$ cat src/rtl/core_ctrl_pkg.sv
// Shared control encodings for the core's sequencing logic.
// Used by the pipeline controller, fetch unit and trap logic.
package core_ctrl_pkg;

    typedef enum logic [1:0] {
        ST_RUN     = 2'd0,
        ST_MD_WAIT = 2'd1,
        ST_FLUSH   = 2'd2
    } ctrl_state_t;

    localparam logic [1:0] PC_SEL_SEQ  = 2'd0;
    localparam logic [1:0] PC_SEL_BR   = 2'd1;
    localparam logic [1:0] PC_SEL_TRAP = 2'd2;

endpackage

$ cat src/rtl/pipe_ctrl.sv
// Hazard and sequencing controller for the 5-stage core: turns hazard sources
// into per-register stall/flush controls, PC select, and a stall-cycle counter.
module pipe_ctrl
    import core_ctrl_pkg::*;
#(
    parameter int REDIRECT_BUBBLES = 1,
    parameter int MD_TIMEOUT       = 64
) (
    input  logic        i_clk,
    input  logic        i_rst,
    input  logic        i_load_use,
    input  logic        i_md_start,
    input  logic        i_md_done,
    input  logic        i_br_taken,
    input  logic        i_trap,
    input  logic        i_mem_busy,
    input  logic        i_fetch_busy,
    output logic        o_pc_stall,
    output logic        o_if_id_stall,
    output logic        o_id_ex_stall,
    output logic        o_ex_mem_stall,
    output logic        o_if_id_flush,
    output logic        o_id_ex_flush,
    output logic        o_ex_mem_flush,
    output logic        o_mem_wb_flush,
    output logic [1:0]  o_pc_sel,
    output logic        o_md_timeout,
    output logic [1:0]  o_state,
    output logic [31:0] o_stall_cnt
);

    localparam logic       HAS_BUBBLES = (REDIRECT_BUBBLES > 0);
    localparam logic [2:0] BUB_LOAD    = 3'(REDIRECT_BUBBLES);
    localparam logic [7:0] MD_LAST     = 8'(MD_TIMEOUT - 1);

    ctrl_state_t r_state;
    ctrl_state_t w_state_next;
    logic [7:0]  r_md_cnt;
    logic [7:0]  w_md_cnt_next;
    logic [2:0]  r_bub_cnt;
    logic [2:0]  w_bub_cnt_next;
    logic [31:0] r_stall_cnt;

    logic        w_redirect;
    logic        w_redirect_trap;

    always_comb begin
        o_pc_stall      = 1'b0;
        o_if_id_stall   = 1'b0;
        o_id_ex_stall   = 1'b0;
        o_ex_mem_stall  = 1'b0;
        o_if_id_flush   = 1'b0;
        o_id_ex_flush   = 1'b0;
        o_ex_mem_flush  = 1'b0;
        o_mem_wb_flush  = 1'b0;
        o_pc_sel        = PC_SEL_SEQ;
        o_md_timeout    = 1'b0;
        w_state_next    = r_state;
        w_md_cnt_next   = r_md_cnt;
        w_bub_cnt_next  = r_bub_cnt;
        w_redirect      = 1'b0;
        w_redirect_trap = 1'b0;

        if (i_rst) begin
            o_if_id_flush  = 1'b1;
            o_id_ex_flush  = 1'b1;
            o_ex_mem_flush = 1'b1;
            o_mem_wb_flush = 1'b1;
        end else if (i_mem_busy) begin
            // Freeze the whole pipe; WB gets a bubble while MEM waits.
            o_pc_stall     = 1'b1;
            o_if_id_stall  = 1'b1;
            o_id_ex_stall  = 1'b1;
            o_ex_mem_stall = 1'b1;
            o_mem_wb_flush = 1'b1;
        end else begin
            case (r_state)
                ST_RUN: begin
                    if (i_trap) begin
                        w_redirect      = 1'b1;
                        w_redirect_trap = 1'b1;
                    end else if (i_md_start && !i_md_done) begin
                        o_pc_stall     = 1'b1;
                        o_if_id_stall  = 1'b1;
                        o_id_ex_stall  = 1'b1;
                        o_ex_mem_flush = 1'b1;
                        w_md_cnt_next  = 8'd1;
                        w_state_next   = ST_MD_WAIT;
                    end else if (i_md_start) begin
                        // Zero-latency mul/div: let it flow.
                    end else if (i_br_taken) begin
                        w_redirect = 1'b1;
                    end else if (i_load_use) begin
                        o_pc_stall    = 1'b1;
                        o_if_id_stall = 1'b1;
                        o_id_ex_flush = 1'b1;
                    end else if (i_fetch_busy) begin
                        o_pc_stall    = 1'b1;
                        o_if_id_flush = 1'b1;
                    end
                end
                ST_MD_WAIT: begin
                    if (i_md_done) begin
                        w_state_next = ST_RUN;
                    end else if (r_md_cnt == MD_LAST) begin
                        o_md_timeout = 1'b1;
                        w_state_next = ST_RUN;
                    end else begin
                        o_pc_stall     = 1'b1;
                        o_if_id_stall  = 1'b1;
                        o_id_ex_stall  = 1'b1;
                        o_ex_mem_flush = 1'b1;
                        w_md_cnt_next  = r_md_cnt + 8'd1;
                    end
                end
                ST_FLUSH: begin
                    if (i_trap) begin
                        w_redirect      = 1'b1;
                        w_redirect_trap = 1'b1;
                    end else begin
                        o_if_id_flush = 1'b1;
                        if (i_fetch_busy) begin
                            o_pc_stall = 1'b1;
                        end else begin
                            w_bub_cnt_next = r_bub_cnt - 3'd1;
                            if (r_bub_cnt == 3'd1) begin
                                w_state_next = ST_RUN;
                            end
                        end
                    end
                end
                default: begin
                    w_state_next = ST_RUN;
                end
            endcase

            if (w_redirect) begin
                o_pc_sel       = w_redirect_trap ? PC_SEL_TRAP : PC_SEL_BR;
                o_if_id_flush  = 1'b1;
                o_id_ex_flush  = 1'b1;
                o_ex_mem_flush = w_redirect_trap;
                if (HAS_BUBBLES) begin
                    w_state_next   = ST_FLUSH;
                    w_bub_cnt_next = BUB_LOAD;
                end
            end
        end
    end

    always_ff @(posedge i_clk) begin
        if (i_rst) begin
            r_state     <= ST_RUN;
            r_md_cnt    <= 8'd0;
            r_bub_cnt   <= 3'd0;
            r_stall_cnt <= 32'd0;
        end else begin
            r_state   <= w_state_next;
            r_md_cnt  <= w_md_cnt_next;
            r_bub_cnt <= w_bub_cnt_next;
            if (o_pc_stall) begin
                r_stall_cnt <= r_stall_cnt + 32'd1;
            end
        end
    end

    assign o_state     = r_state;
    assign o_stall_cnt = r_stall_cnt;

endmodule

$ cat config.mk
export PLATFORM = sky130hd
export DESIGN_NAME = pipe_ctrl
export DESIGN_NICKNAME = d
export VERILOG_FILES = /design/src/rtl/core_ctrl_pkg.sv /design/src/rtl/pipe_ctrl.sv
export SDC_FILE = /design/constraint.sdc
export NUM_CORES = 1
export LEC_CHECK = 0
export BUFFER_PORTS_ARGS = -buffer_cell sky130_fd_sc_hd__buf_2
export CAP_MARGIN = 20
export CORE_ASPECT_RATIO = 1.75
export CORE_MARGIN = 2
export CORE_UTILIZATION = 50
export CTS_CLUSTER_SIZE = 20
export DETAILED_ROUTE_END_ITERATION = 10
export PLACE_DENSITY = 0.7
export SLEW_MARGIN = 25
export SYNTH_ARGS = -nofsm -noshare
export SYNTH_HDL_FRONTEND = slang
export SYNTH_SLANG_ARGS = --single-unit
$ cat constraint.sdc
create_clock -name i_clk -period 2.8 [get_ports i_clk]
set_input_delay 0.14 -clock i_clk [delete_from_list [all_inputs] [get_ports i_clk]]
set_output_delay 0.14 -clock i_clk [all_outputs]
set_load 0.01 [all_outputs]
* Word level (Yosys, flattened, before mapping)
Index checks and enable logic that the tools add are counted.
** Word-level totals
- Flip-flop bits (word level) :: 45
- Word-level logic and storage cells :: 118
- Output and inout bits :: 45
** Operators by class
- $add $sub $neg :: 3
- Equality and inequality tests :: 16
- Multiplexer cells :: 85
- Reductions and logical operators :: 9
- Bitwise operators :: 1
** Operator list (count)
- 1-bit 2-to-1 mux :: 58
- 32-bit by 1-bit adder with 32-bit output (second input constant) :: 1
- 8-bit 2-to-1 mux :: 4
- 2-bit 2-to-1 mux :: 12
- 8-bit one-hot mux with 2 select lines :: 1
- 3-bit inequality test (second input constant) :: 5
- 3-bit 2-to-1 mux :: 4
- 8-bit by 1-bit adder with 8-bit output (second input constant) :: 1
- 8-bit by 6-bit == test with 1-bit output (second input constant) :: 1
- 2-bit inequality test (second input constant) :: 4
- 1-bit one-hot mux with 2 select lines :: 4
- 7-bit AND reduction :: 1
- 2-bit one-hot mux with 3 select lines :: 1
- 6-bit AND reduction :: 1
- 2-bit by 1-bit inequality test with 1-bit output (second input constant) :: 2
- 4-bit inequality test (second input constant) :: 1
- 4-bit AND reduction :: 1
- 2-bit nonzero test :: 2
- 3-bit by 1-bit == test with 1-bit output (second input constant) :: 1
- 1-bit one-hot mux with 3 select lines :: 1
- 3-bit by 1-bit subtractor with 3-bit output (second input constant) :: 1
- 2-bit by 1-bit == test with 1-bit output (second input constant) :: 1
- 2-bit == test (second input constant) :: 1
- 2-bit logical NOT :: 1
- 4 further kinds :: 4

* Longest topological paths before layout
- Depth in word-level cells :: 10
- Depth in mapped cells :: 8
- Mapped depth without buffers :: 7

* Least setup slack after synthesis
Ideal clock, no wire load.
- Path type :: flip-flop to flip-flop
- From :: register r_md_cnt[0]
- To :: register r_stall_cnt[29] (netlist: o_stall_cnt[29])
- Cell stages (with the launch flop) :: 9
- Data arrival time :: 1.957 ns
- Period minus slack after synthesis :: 2.089 ns
- Setup slack :: 0.711 ns
- Data required time :: 2.668 ns
- Path buffers :: 2
- Library setup time :: 0.132 ns
- Path through :: dfxtp_1 ha_1 nor3b_1 a211o_1 and3_4 buf_2 buf_2 o41ai_1 a21oi_1
** On the way
- Longest elaborated chain between the ends :: 6
** Ends and longest elaborated chain
- start, declared :: line pipe_ctrl.sv:38 : logic [7:0] r_md_cnt;
- start signal, assigned :: line pipe_ctrl.sv:158 : r_md_cnt <= w_md_cnt_next;
- 8-bit by 6-bit == test with 1-bit output :: line pipe_ctrl.sv:105 : end else if (r_md_cnt == MD_LAST) begin
- 1-bit 2-to-1 mux :: line pipe_ctrl.sv:105
- 1-bit 2-to-1 mux :: line pipe_ctrl.sv:103 : if (i_md_done) begin
- 1-bit one-hot mux with 3 select lines :: line pipe_ctrl.sv:77 : case (r_state)
- 1-bit 2-to-1 mux :: line pipe_ctrl.sv:69 : end else if (i_mem_busy) begin
- 1-bit 2-to-1 mux :: line pipe_ctrl.sv:64 : if (i_rst) begin
- end signal, assigned :: line pipe_ctrl.sv:161 : r_stall_cnt <= r_stall_cnt + 32'd1;
- end, declared :: line pipe_ctrl.sv:42 : logic [31:0] r_stall_cnt;
Every way passes these cells.
A chain may end at the register's enable or synchronous reset.

* Final worst setup path
- From :: register r_state[1] (netlist: o_state[1])
- To :: output port o_pc_stall
** On the way
- Longest elaborated chain between the ends :: 4
- Elaborated cells between the ends (all ways) :: 6
- Those cells by class :: eq/ne (2); mux (3); reduce/logical (1)
** Ends and longest elaborated chain
- start, declared :: line pipe_ctrl.sv:36 : ctrl_state_t r_state;
- start signal, assigned :: line pipe_ctrl.sv:157 : r_state <= w_state_next;
- 2-bit == test, or another cell as far along :: line pipe_ctrl.sv:77
- 1-bit one-hot mux with 3 select lines (*) :: line pipe_ctrl.sv:77
- 1-bit 2-to-1 mux (*) :: line pipe_ctrl.sv:69
- 1-bit 2-to-1 mux (*) :: line pipe_ctrl.sv:64
- end, declared :: line pipe_ctrl.sv:18 : output logic o_pc_stall,
Every way passes the cells marked *; elsewhere a longest branch is shown, timed or not.

==> flow_metrics.env <==
export IMPL_status="complete, no violations"
export IMPL_max_cap_viol_count=0
export IMPL_grt_use_total=0.230
export IMPL_post_cts_setup_buffers=0
export IMPL_async_flop_share=0
export IMPL_wl_um=6480
export IMPL_dp_hpwl_um=4550
export IMPL_leakagePower_uw=0.00105
export IMPL_die_h_um=98.4
export IMPL_portBuffers=53
export IMPL_whs_path_depth=4
export IMPL_via_per_inst=6.15
export IMPL_routedWlPerCell_um=16.0
export IMPL_synth_cell_types=53
export IMPL_setup_viol_count_final=0
export IMPL_post_route_min_period_ps=2550
export IMPL_synth_top_cell_by_area="dfxtp_1"
export IMPL_ys_top_cells_by_count="dfxtp_1, a21oi_1, nor2_1, nand2_1, nand4_1"
export IMPL_avgSynthCellArea_um2=8.21
export IMPL_clockBufferDepth=2
export IMPL_synth_top_cell_area_share=0.354
export IMPL_worst_slew_pin_slew_ps=1000
export IMPL_power_uw=1180
export IMPL_p_per_area_nw_per_um2=409
export IMPL_critPathLaunchType="flip-flop"
export IMPL_synth_seq_cells=45
export IMPL_relSlewSlack=0.332
export IMPL_placedCellCount=399
export IMPL_cts_tree="yes"
export IMPL_clk_latency_ps=300
export IMPL_n_antenna_cell=0
export IMPL_critical_path_depth=5
export IMPL_yosysMostFrequentCell="dfxtp_1"
export IMPL_grt_overflow_total=0
export IMPL_grt_pass1_wl_um=10500
export IMPL_vias=2496
export IMPL_ff2ff_path_depth=5
export IMPL_clk_pin_slew_worst_paths_ps=80
export IMPL_drc=0
export IMPL_num_io_pins=54
export IMPL_cp_top_family="compound AO/OA/AOI/OAI gates"
export IMPL_layoutNonFillerInstCount=406
export IMPL_rows=34
export IMPL_dr_first_iter_drc_count=123
export IMPL_cts_inserted_buffers=5
export IMPL_critPathMaxFanout=19
export IMPL_maxSlewViolCount=0
export IMPL_ir_worst_vdd_mv=0.335
export IMPL_netlist_instances=310
export IMPL_yosysSeqAreaShare=0.354
export IMPL_cp_slowest_cell="o221ai_1"
export IMPL_rsz0062_at_grt="false"
export IMPL_hold_violations=0
export IMPL_hold_class="in -> reg"
export IMPL_drive_gt1_frac=0.216
export IMPL_synth_edff_count=0
export IMPL_synth_flop_cell="dfxtp_1"
export IMPL_crit_chain="nor2b_1, o221ai_1, and3_4, nor2_1, buf_2"
export IMPL_fmax_mhz=393
export IMPL_clock_sinks=45
export IMPL_fin_skew_ps=7.46
export IMPL_ant_nets=0
export IMPL_core_area_um2=4930
export IMPL_finalCritPeriodShare=0.910
export IMPL_fin_nets=366
export IMPL_syn_cell_area_um2=2550
export IMPL_cp_end_kind="output pin"
export IMPL_slowest_delay_ps=800
export IMPL_grt_max_degree=49
export IMPL_area_growth_pct=13.4
export IMPL_finalSetupTns_ps=0
export IMPL_initial_utilization=0.516
export IMPL_path_class="reg -> out"
export IMPL_critPathRequiredTime_ps=2660
export IMPL_htree_levels=2
export IMPL_yosys_warnings=0
export IMPL_antenna_found_initial=0
export IMPL_grt_pass1_vias=2300
export IMPL_gp_congestion=0.816
export IMPL_syn_num_nets=323
export IMPL_cts_resized=0
export IMPL_cp_num_buf_inv=1
export IMPL_cts_hold_buf=0
export IMPL_firstDrtPassIters=4
export IMPL_fp_dieW_um=57.9
export IMPL_cp_arrival_ps=2410
export IMPL_synth_area_leaders="dfxtp_1, a21oi_1, xnor2_1"
export IMPL_die_area_um2=5700
export IMPL_root_buffer="clkbuf_8"
## cell type report
type | instances | area, µm²
multi-input combinational | 234 | 1520
clock inverter | 1 | 5.00
sequential | 45 | 901
timing repair buffer | 56 | 288
clock buffer | 5 | 68.8
tap | 54 | 67.6
inverter | 11 | 41.3
fill | 475 | 2050
## where the power goes
part / switching, µW / total [µW] / leakage, µW / internal, µW
logic: 87.3 / 136 / 0.000642 / 48.9
clock network: 216 / 380 / 0.0000399 / 165
registers: 14.5 / 664 / 0.000364 / 650
## worst reg2reg max path, stage by stage (launching register included)
cell	delay [ps]
dfxtp_1	420
nor2_1	210
o221ai_1	460
and3_2	590
or4_1	540
a21oi_1	150
## cells in the final DEF (no fill, tap or decap), types with 3 or more instances in the layout
cell type and count:
nor2_1 25, or3_1 6, buf_4 3, ha_1 4
inv_1 11, and4_1 4, or2_2 3, nor3b_1 3
o41ai_1 3, a311oi_1 9, nor2b_1 3, o31ai_1 11
a21o_1 4, and3_1 3, nand3_1 13, buf_2 53
a21oi_1 30, clkbuf_8 5, a31oi_1 4, nand2_1 18
xnor2_1 11, nand4_1 15, nor3_1 5, or4_1 12
o21ai_0 10, nand3b_1 3, a211oi_1 3, dfxtp_1 45
or3b_1 3
## flip-flops by register name, summed over array words and instances, names as in the netlist
name	count
o_stall_cnt	32
r_bub_cnt	3
r_md_cnt	8
o_state	2
## stage by stage
step           hold slack [ps]  cell area, µm²  setup WS [ps]  utilization
6_report                   231            2890            253        0.585
5_1_grt                    250            2890           37.7        0.585
4_1_cts                    219            2880            195        0.584
3_5_place_dp               478            2810            472        0.569
3_3_place_gp               466            2810            509        0.569
2_1_floorplan              321            2550            711            -
## worst paths after layout
path	startpoint	to	slack [ps]
max	o_state[1]	o_pc_stall	250
min	i_trap	o_state[0]	230
max reg2reg	o_state[0]	o_stall_cnt[20]	350
min reg2reg	r_md_cnt[5]	r_md_cnt[5]	490
## layer usage
layer | GRT usage | up-vias | wire, µm
met2 | 0.417 | 54 | 3520
met5 | 0 | - | 0
met1 | 0.256 | 1178 | 2570
met3 | 0.0411 | 10 | 246
li1 | - | 1254 | -
met4 | 0.0912 | 0 | 146
## cell families after synthesis
family | synth area share
xor+xnor | 0.0447
mux | 0.00393
simple gates | 0.301
fa+ha+maj | 0.0197
flops | 0.354
buf+inv | 0.0536
compound gates | 0.224
Power figures use the tool's default switching activity.
